===== src/rtl/threeadder_pkg.sv =====
// Shared types and constants for the three-operand adder sequencer.
// Both the controller and its timeout counter import this package.
package threeadder_pkg;

   localparam int DEFAULT_W       = 8;
   localparam int DEFAULT_TIMEOUT = 15;

   typedef enum logic [2:0] {
      LOAD_A = 3'd0,
      LOAD_B,
      LOAD_C,
      START,
      WAIT,
      OUT_LO,
      OUT_HI
   } state_t;

   // Three W-bit operands sum to at most 3*(2^W-1), which always fits in W+2 bits.
   function automatic int result_width(input int w);
      return w + 2;
   endfunction

endpackage


===== src/rtl/threeadder_timeout.sv =====
// Wait-for-done cycle counter: cleared outside the start/wait window,
// saturates at TIMEOUT and flags expiry.
module threeadder_timeout
   import threeadder_pkg::*;
#(
   parameter int TIMEOUT = DEFAULT_TIMEOUT
) (
   input  logic clk,
   input  logic reset,
   input  logic i_clear,
   input  logic i_enable,
   output logic o_expired
);

   localparam int CW = $clog2(TIMEOUT + 1);

   logic [CW-1:0] r_count;

   always_ff @(posedge clk) begin
      if (reset) begin
         r_count <= '0;
      end else if (i_clear) begin
         r_count <= '0;
      end else if (i_enable && !o_expired) begin
         r_count <= r_count + 1'b1;
      end
   end

   assign o_expired = (r_count == CW'(TIMEOUT));

endmodule


===== src/rtl/threeadder_ctrl.sv =====
// Sequencer: gathers a, b, c from one stream, starts the adder, waits for done
// (with timeout) and returns the W+2 bit sum as a low beat and a high beat.
module threeadder_ctrl
   import threeadder_pkg::*;
#(
   parameter int W       = DEFAULT_W,
   parameter int TIMEOUT = DEFAULT_TIMEOUT
) (
   input  logic           clk,
   input  logic           reset,
   input  logic [W-1:0]   in_data,
   input  logic           in_valid,
   output logic           in_ready,
   output logic [W-1:0]   add_a,
   output logic [W-1:0]   add_b,
   output logic [W-1:0]   add_c,
   output logic           add_start,
   input  logic           add_done,
   input  logic [W+1:0]   add_sum,
   output logic [W-1:0]   out_data,
   output logic           out_valid,
   input  logic           out_ready,
   output logic           out_last,
   output logic           busy,
   output logic           err,
   output logic [2:0]     o_dbg_state
);

   localparam int RW = result_width(W);

   // Handshakes: a beat moves on a rising edge where valid && ready are both high;
   // ready/valid are registered so no input reaches an output in the same cycle.

   state_t          r_state;
   state_t          w_next;
   logic            r_in_ready;
   logic            r_add_start;
   logic            r_out_valid;
   logic            r_out_last;
   logic            r_busy;
   logic            r_err;
   logic [W-1:0]    r_add_a;
   logic [W-1:0]    r_add_b;
   logic [W-1:0]    r_add_c;
   logic [W-1:0]    r_out_data;
   logic [RW-1:0]   r_result;
   logic            w_in_fire;
   logic            w_out_fire;
   logic            w_expired;
   logic            w_cnt_en;
   logic            w_err;
   logic [W-1:0]    w_out_data;

   assign w_in_fire  = in_valid && r_in_ready;
   assign w_out_fire = r_out_valid && out_ready;
   assign w_cnt_en   = (r_state == START) || (r_state == WAIT);

   threeadder_timeout #(.TIMEOUT(TIMEOUT)) u_timeout (
      .clk       (clk),
      .reset     (reset),
      .i_clear   (!w_cnt_en),
      .i_enable  (w_cnt_en),
      .o_expired (w_expired)
   );

   always_ff @(posedge clk) begin
      if (reset) begin
         r_state <= LOAD_A;
      end else begin
         r_state <= w_next;
      end
   end

   always_comb begin
      w_next     = r_state;
      w_err      = r_err;
      w_out_data = r_out_data;
      case (r_state)
         LOAD_A: if (w_in_fire) begin
            w_next = LOAD_B;
            w_err  = 1'b0;
         end
         LOAD_B: if (w_in_fire) w_next = LOAD_C;
         LOAD_C: if (w_in_fire) w_next = START;
         START:  w_next = WAIT;
         // A done arriving on the expiry cycle still wins over the timeout.
         WAIT: begin
            if (add_done) begin
               w_next     = OUT_LO;
               w_out_data = add_sum[W-1:0];
            end else if (w_expired) begin
               w_next = LOAD_A;
               w_err  = 1'b1;
            end
         end
         OUT_LO: begin
            if (w_out_fire) begin
               w_next     = OUT_HI;
               w_out_data = W'(r_result[RW-1:W]);
            end else begin
               w_out_data = r_result[W-1:0];
            end
         end
         OUT_HI: if (w_out_fire) begin
            w_next     = LOAD_A;
            w_out_data = '0;
         end
         default: w_next = LOAD_A;
      endcase
   end

   // Status outputs are decoded from the next state so they line up with r_state.
   always_ff @(posedge clk) begin
      if (reset) begin
         r_in_ready  <= 1'b0;
         r_add_start <= 1'b0;
         r_out_valid <= 1'b0;
         r_out_last  <= 1'b0;
         r_busy      <= 1'b0;
         r_err       <= 1'b0;
         r_add_a     <= '0;
         r_add_b     <= '0;
         r_add_c     <= '0;
         r_out_data  <= '0;
         r_result    <= '0;
      end else begin
         r_in_ready  <= (w_next == LOAD_A) || (w_next == LOAD_B) || (w_next == LOAD_C);
         r_add_start <= (w_next == START);
         r_out_valid <= (w_next == OUT_LO) || (w_next == OUT_HI);
         r_out_last  <= (w_next == OUT_HI);
         r_busy      <= (w_next != LOAD_A);
         r_err       <= w_err;
         r_out_data  <= w_out_data;
         if (w_in_fire && (r_state == LOAD_A)) r_add_a <= in_data;
         if (w_in_fire && (r_state == LOAD_B)) r_add_b <= in_data;
         if (w_in_fire && (r_state == LOAD_C)) r_add_c <= in_data;
         if ((r_state == WAIT) && add_done) r_result <= add_sum;
      end
   end

   assign in_ready    = r_in_ready;
   assign add_a       = r_add_a;
   assign add_b       = r_add_b;
   assign add_c       = r_add_c;
   assign add_start   = r_add_start;
   assign out_data    = r_out_data;
   assign out_valid   = r_out_valid;
   assign out_last    = r_out_last;
   assign busy        = r_busy;
   assign err         = r_err;
   assign o_dbg_state = r_state;

endmodule

===== config.mk =====
export PLATFORM = sky130hd
export DESIGN_NAME = threeadder_ctrl
export DESIGN_NICKNAME = d
export VERILOG_FILES = /design/src/rtl/threeadder_pkg.sv /design/src/rtl/threeadder_timeout.sv /design/src/rtl/threeadder_ctrl.sv
export SDC_FILE = /design/constraint.sdc
export NUM_CORES = 1
export LEC_CHECK = 0
export ABC_CLOCK_PERIOD_IN_PS = 3950
export BUFFER_PORTS_ARGS = -buffer_cell sky130_fd_sc_hd__buf_2
export CORE_MARGIN = 2
export CORE_UTILIZATION = 40
export DETAILED_ROUTE_END_ITERATION = 10
export MAX_ROUTING_LAYER = met4
export SYNTH_ARGS = -nofsm -noshare
export SYNTH_HDL_FRONTEND = slang
export SYNTH_SLANG_ARGS = --single-unit

===== constraint.sdc =====
create_clock -name clk -period 3.95 [get_ports clk]
set_input_delay 0.1975 -clock clk [delete_from_list [all_inputs] [get_ports clk]]
set_output_delay 0.1975 -clock clk [all_outputs]
set_load 0.01 [all_outputs]

==> Word level (Yosys, flattened, before mapping) <==
Index checks and enable logic that the tools add are counted.
{ "word_totals": {"register_bits": 55, "in_bits": 23, "output_inout_bits": 41, "elab_cells": 68} }
{ "classes": {"add_sub_neg": 1, "n_eq_ne": 17, "mux": 16, "bitwise": 1, "n_reduce_logical": 20} }
{ "ops": {"columns": ["operator", "count"], "rows": [
  ["2-to-1 mux 8 bit", 3],
  ["case mux 8 bit (3 select lines)", 1],
  ["2-to-1 mux 3 bit", 7],
  ["case mux 3 bit (7 select lines)", 1],
  ["== test 3 bit, second input constant", 5],
  ["== test 3 x 2 -> 1 bit, second input constant", 4],
  ["inequality test 2 bit, second input constant", 4],
  ["logical AND 1 bit", 7],
  ["== test 3 x 1 -> 1 bit, second input constant", 2],
  ["zero test 3 bit", 2],
  ["nonzero test 3 bit", 2],
  ["adder 4 x 1 -> 4 bit, second input constant", 1],
  ["== test 4 bit, second input constant", 1],
  ["logical OR 1 bit", 4],
  ["AND reduction 4 bit", 1],
  ["2-to-1 mux 1 bit", 3],
  ["AND reduction 3 bit", 1],
  ["inequality test 2 x 1 -> 1 bit, second input constant", 1],
  ["case mux 1 bit (2 select lines)", 1],
  ["nonzero test 2 bit", 1],
  ["OR reduction 2 bit", 1],
  ["zero test 1 bit", 1],
  ["NOT 1 bit", 1]
]} }

==> Longest topological paths before layout <==
{ "depth": {"ltp_word": 7, "ltp_mapped": 6, "ltp_nobuf": 5} }

==> Hierarchy <==
Synthesis repeated with hierarchy kept, for this count alone.
{ "unflattened": {"cells_unflattened": 248, "area_unflattened_um2": 2255.9} }
{ "by_module_without_submodules": {"columns": ["mod", "instances", "cells_each", "area_each_um2", "seq_area_each_um2"], "rows": [
  ["threeadder_ctrl", 1, 226, 2044.5, 1021.0],
  ["threeadder_timeout", 1, 22, 211.5, 80.1]
]} }

==> Worst setup path after synthesis <==
Ideal clock, no wire load.
{ "synth_timing": {"path_kind": "reg-to-reg", "start": "register r_state[1], in the netlist o_dbg_state[1]", "end": "register r_add_c[0], in the netlist add_c[0]", "setup_ns": 0.128, "arrival_time_ns": 1.267, "required_time_ns": 3.822, "setup_slack_ns": 2.556, "stages_incl_launch_ff": 7, "path_buffers": 2, "synth_period_minus_slack_ns": 1.394, "path_cell_list": "dfxtp_1 -> buf_4 -> and2b_1 -> nor2b_1 -> buf_4 -> mux2i_1 -> nor2_1"} }
{ "synth_via": {"elab_chain_cells": 2} }
{ "synth_rtl": {"columns": ["item", "line", "text"], "rows": [
  ["from (decl)", "threeadder_ctrl.sv:34", "state_t r_state;"],
  ["from (signal assigned)", "threeadder_ctrl.sv:70", "r_state <= w_next;"],
  ["== test 3 x 2 -> 1 bit", "threeadder_ctrl.sv:136", "if (w_in_fire && (r_state == LOAD_C)) r_add_c <= in_data;"],
  ["logical AND 1 bit", "threeadder_ctrl.sv:136", null],
  ["to (signal assigned)", "threeadder_ctrl.sv:136", null],
  ["to (decl)", "threeadder_ctrl.sv:44", "logic [W-1:0] r_add_c;"]
]} }
Every way passes these cells.
A chain may end at the register's enable or synchronous reset.

==> Worst setup path after layout <==
{ "layout_timing": {"start": "register r_state[0], in the netlist o_dbg_state[0]", "end": "register r_add_b[5], in the netlist add_b[5]"} }
{ "layout_via": {"elab_chain_cells": 2} }
{ "layout_rtl": {"columns": ["item", "line", "text"], "rows": [
  ["== test 3 x 1 -> 1 bit", "threeadder_ctrl.sv:135", "if (w_in_fire && (r_state == LOAD_B)) r_add_b <= in_data;"],
  ["logical AND 1 bit", "threeadder_ctrl.sv:135", null],
  ["to (signal assigned)", "threeadder_ctrl.sv:135", null],
  ["to (decl)", "threeadder_ctrl.sv:43", "logic [W-1:0] r_add_b;"]
]} }
Every way passes these cells.

==> summary.md <==
| Metric | Value |
|---|---|
| Status | complete, no violations |
| Pre-CTS WS | 1550 ps |
| Yosys top cell area share | 49.8% |
| Starting Density | 40.7% |
| Worst-Margin Slew | 1120 ps |
| Leakage | 1.08 nW |
| MaxCap Viol Count | 0 |
| DRC | 0 |
| Clk pwr share | 32.0% |
| GRT Overall Usage | 16.3% |
| Final total power | 951 uW |
| Max H-tree Level | 2 |
| First-pass GRT wire length | 7.73 mm |
| Die area | 0.00614 mm^2 |
| Share of cells above drive strength 1 | 26.2% |
| Synth async-reset ratio | 0% |
| PwrDens | 363 mW/mm^2 |
| FF-to-FF Start | o_dbg_state[0] |
| Slew Limit Fails | 0 |
| FF-to-FF End | add_b[5] |
| Register area share after synthesis | 49.8% |
| Clock skew | 8.28 ps |
| Post-synth EDFFs | 0 |
| RSZ-0062 raised after global routing | false |
| # hold bufs at CTS | 0 |
| Nets | 321 |
| Routed WL | 4.74 mm |
| Layout fillers | 536 |
| R2r setup slk | 1540 ps |
| Hold endpoint | r_result[9] |
| Post-route ant nets | 0 |
| Pin count of the biggest net entering global routing | 47 |
| Ys flop type | dfxtp_1 |
| Hold Path Class | in2reg |
| Vias per cell | 4.91 |
| Part of the cycle the worst path needs | 61.1% |
| Mean post-synth cell area | 9.14 um^2 |
| Comb power frac | 7.7% |
| Via count | 1817 |
| Post-cts sizing count | 0 |
| Total grt overflow | 0 |
| M1 wire length | 2.27 mm |
| Final setup viols | 0 |
| Clk sinks | 55 |
| Clock-pin slew on the worst setup and hold paths | 100 ps |
| Number of DRC markers in iteration 0 | 77 |
| Top cells by area, synth | dfxtp_1 50%, mux2i_1 8.6%, a21oi_1 6.8% |
| Net Switching | 232 uW |
| # diodes | 0 |
| TritonCTS clock tree | done |
| Root buffer cell | clkbuf_8 |
| Io pins | 64 |
| Switching Fraction | 24.4% |
| Setup_tns | 0 ps |
| Port bufs | 63 |
| Met3 wire length | 245 um |
| DP HPWL | 3.30 mm |
| Synthesized cell area | 0.00221 mm^2 |
| Area added between synthesis and finish | 18.5% |
| Critical Path Sink Type | flip-flop |
| GPL Wtd Cong | 0.747 |
| Worst rel slew slack | 24.9% |
| Hold path startpoint | add_sum[9] |
| Count of different cell masters after synthesis | 38 |
| Final setup margin | 1540 ps |
| Sequential share of power | 60.3% |
| Clk Latency, worst-skew pair | 310 ps |
| Met2 Routed Length | 2.18 mm |
| Reg2Reg Depth | 4 |
| Initial antenna violation count | 0 |
| WP data required | 4120 ps |
| Cell internal pwr | 719 uW |
| TritonRoute pass-1 iters | 4 |
| Post-Syn Instances | 242 |
| Largest area contributor in the netlist | dfxtp_1 |
| Register bit total from synthesis | 55 |
| Hold-critical path depth | 3 |
| Critical Path Source Type | flip-flop |
| TritonCTS buffer count | 5 |
| Post-Syn Nets | 266 |
| Max Used Layer | met4 |
| Post-DR wirelength/cell | 12.8 um |
| Vias in the first global route | 1652 |
| Worst vdd ir | 0.000213 V |
| Crit path DAT | 2580 ps |
| Final worst path period need | 2410 ps |
| Die height | 78.4 um |
| Worst setup path category | reg2reg |
| Crit path max fanout | 25 |
| Post CTS Setup Buffer Count | 0 |
| Warnings, synthesis | 0 |
| Fmax | 414 MHz |
| Chip width | 78.4 um |
| Core area | 0.00544 mm^2 |
| Fin. Hold Viols | 0 |
| Clk buf depth | 2 |
| Core Rows | 27 |
power by group through the flow:
stage               registers, mW  logic [mW]  clock network [mW]
finish                      0.573      0.0736               0.304
global route                0.575      0.0824               0.340
CTS                         0.573      0.0752               0.317
detailed placement          0.586      0.0749                   0
global placement            0.586      0.0751                   0
floorplan                   0.585      0.0455                   0
worst max-delay path by stage:
stage                    from  endpoint  slack, ps  cells past startpoint
3_5_place_dp   o_dbg_state[0]  add_b[1]       1550                      4
5_1_grt        o_dbg_state[0]  add_b[5]       1280                      4
4_1_cts        o_dbg_state[0]  add_b[5]       1530                      4
2_1_floorplan  o_dbg_state[1]  add_c[0]       2560                      6
6_report       o_dbg_state[0]  add_b[5]       1540                      4
3_3_place_gp   o_dbg_state[0]  add_b[0]       1600                      4
cells in the final DEF, fill, tap and decap left out, drive strengths merged, types with 3 or more instances in the layout:
cell type and count:
nor3 7, nand3 4, a21oi 30, buf 63, mux2i 19, dfxtp 55
o2bb2ai 6, mux2 3, clkbuf 6, nand2 39, nor2 25, nor2b 11
metrics by stage:
step / hold WS, ps / cells / util (%) / instance area (um^2)
5_1_grt: 115 / 370 / 48.2 / 2620
2_1_floorplan: 333 / 242 / - / 2210
3_3_place_gp: 440 / 362 / 46.6 / 2540
4_1_cts: 111 / 370 / 48.2 / 2620
3_5_place_dp: 449 / 362 / 46.6 / 2540
6_report: 118 / 370 / 48.2 / 2620
layout make-up:
class | instances | area, um^2 | share of cell area [%]
timing repair buffer | 63 | 315 | 12.0
clock inverter | 2 | 12.5 | 0.477
multi-input combinational | 171 | 1030 | 39.1
sequential | 55 | 1100 | 42.0
inverter | 1 | 3.75 | 0.143
clock buffer | 6 | 72.6 | 2.77
tap | 72 | 90.1 | 3.44
kinds of logic after synthesis:
family / count (synthesis) / synth area share (%)
AND/OR/NAND/NOR: 98 / 21.7
AO/OA/AOI/OAI: 49 / 13.6
flip-flops: 55 / 49.8
XOR/XNOR: 1 / 0.396
multiplexers: 22 / 10.1
adder cells (fa/ha/maj): 1 / 0.566
buffers and inverters: 16 / 3.85
routing by layer:
| layer | vias to the layer above | GRT usage, % |
|---|---|---|
| met5 | - | - |
| met1 | 833 | 20.5 |
| li1 | 933 | - |
| met4 | 0 | 5.79 |
| met2 | 46 | 25.4 |
| met3 | 5 | 4.14 |
sequential cells by signal (all words and copies together) (netlist names), 3 cells and up:
register	flops
r_result	10
add_a	8
add_b	8
add_c	8
out_data	8
u_timeout.r_count	4
o_dbg_state	3
critical path, cell delays in order (launching register included):
cell and delay (ps):
dfxtp_1 860, nor2b_2 340, nor2b_1 750, mux2i_1 270
nor2_1 50
Yosys cell counts, types with 2 or more instances:
cell type,n
nand3_1,4
nor2b_2,2
mux2i_1,19
and3_1,2
a21oi_1,30
mux2_2,3
nor2b_1,9
o21ai_0,2
a32oi_1,2
nor2_1,25
buf_2,2
nor3b_1,2
a211oi_1,2
and2b_1,2
dfxtp_1,55
nor3_1,6
buf_4,6
nand2_1,39
clkbuf_1,6
o2bb2ai_1,6
No activity file was read; power rests on OpenSTA's default activity.
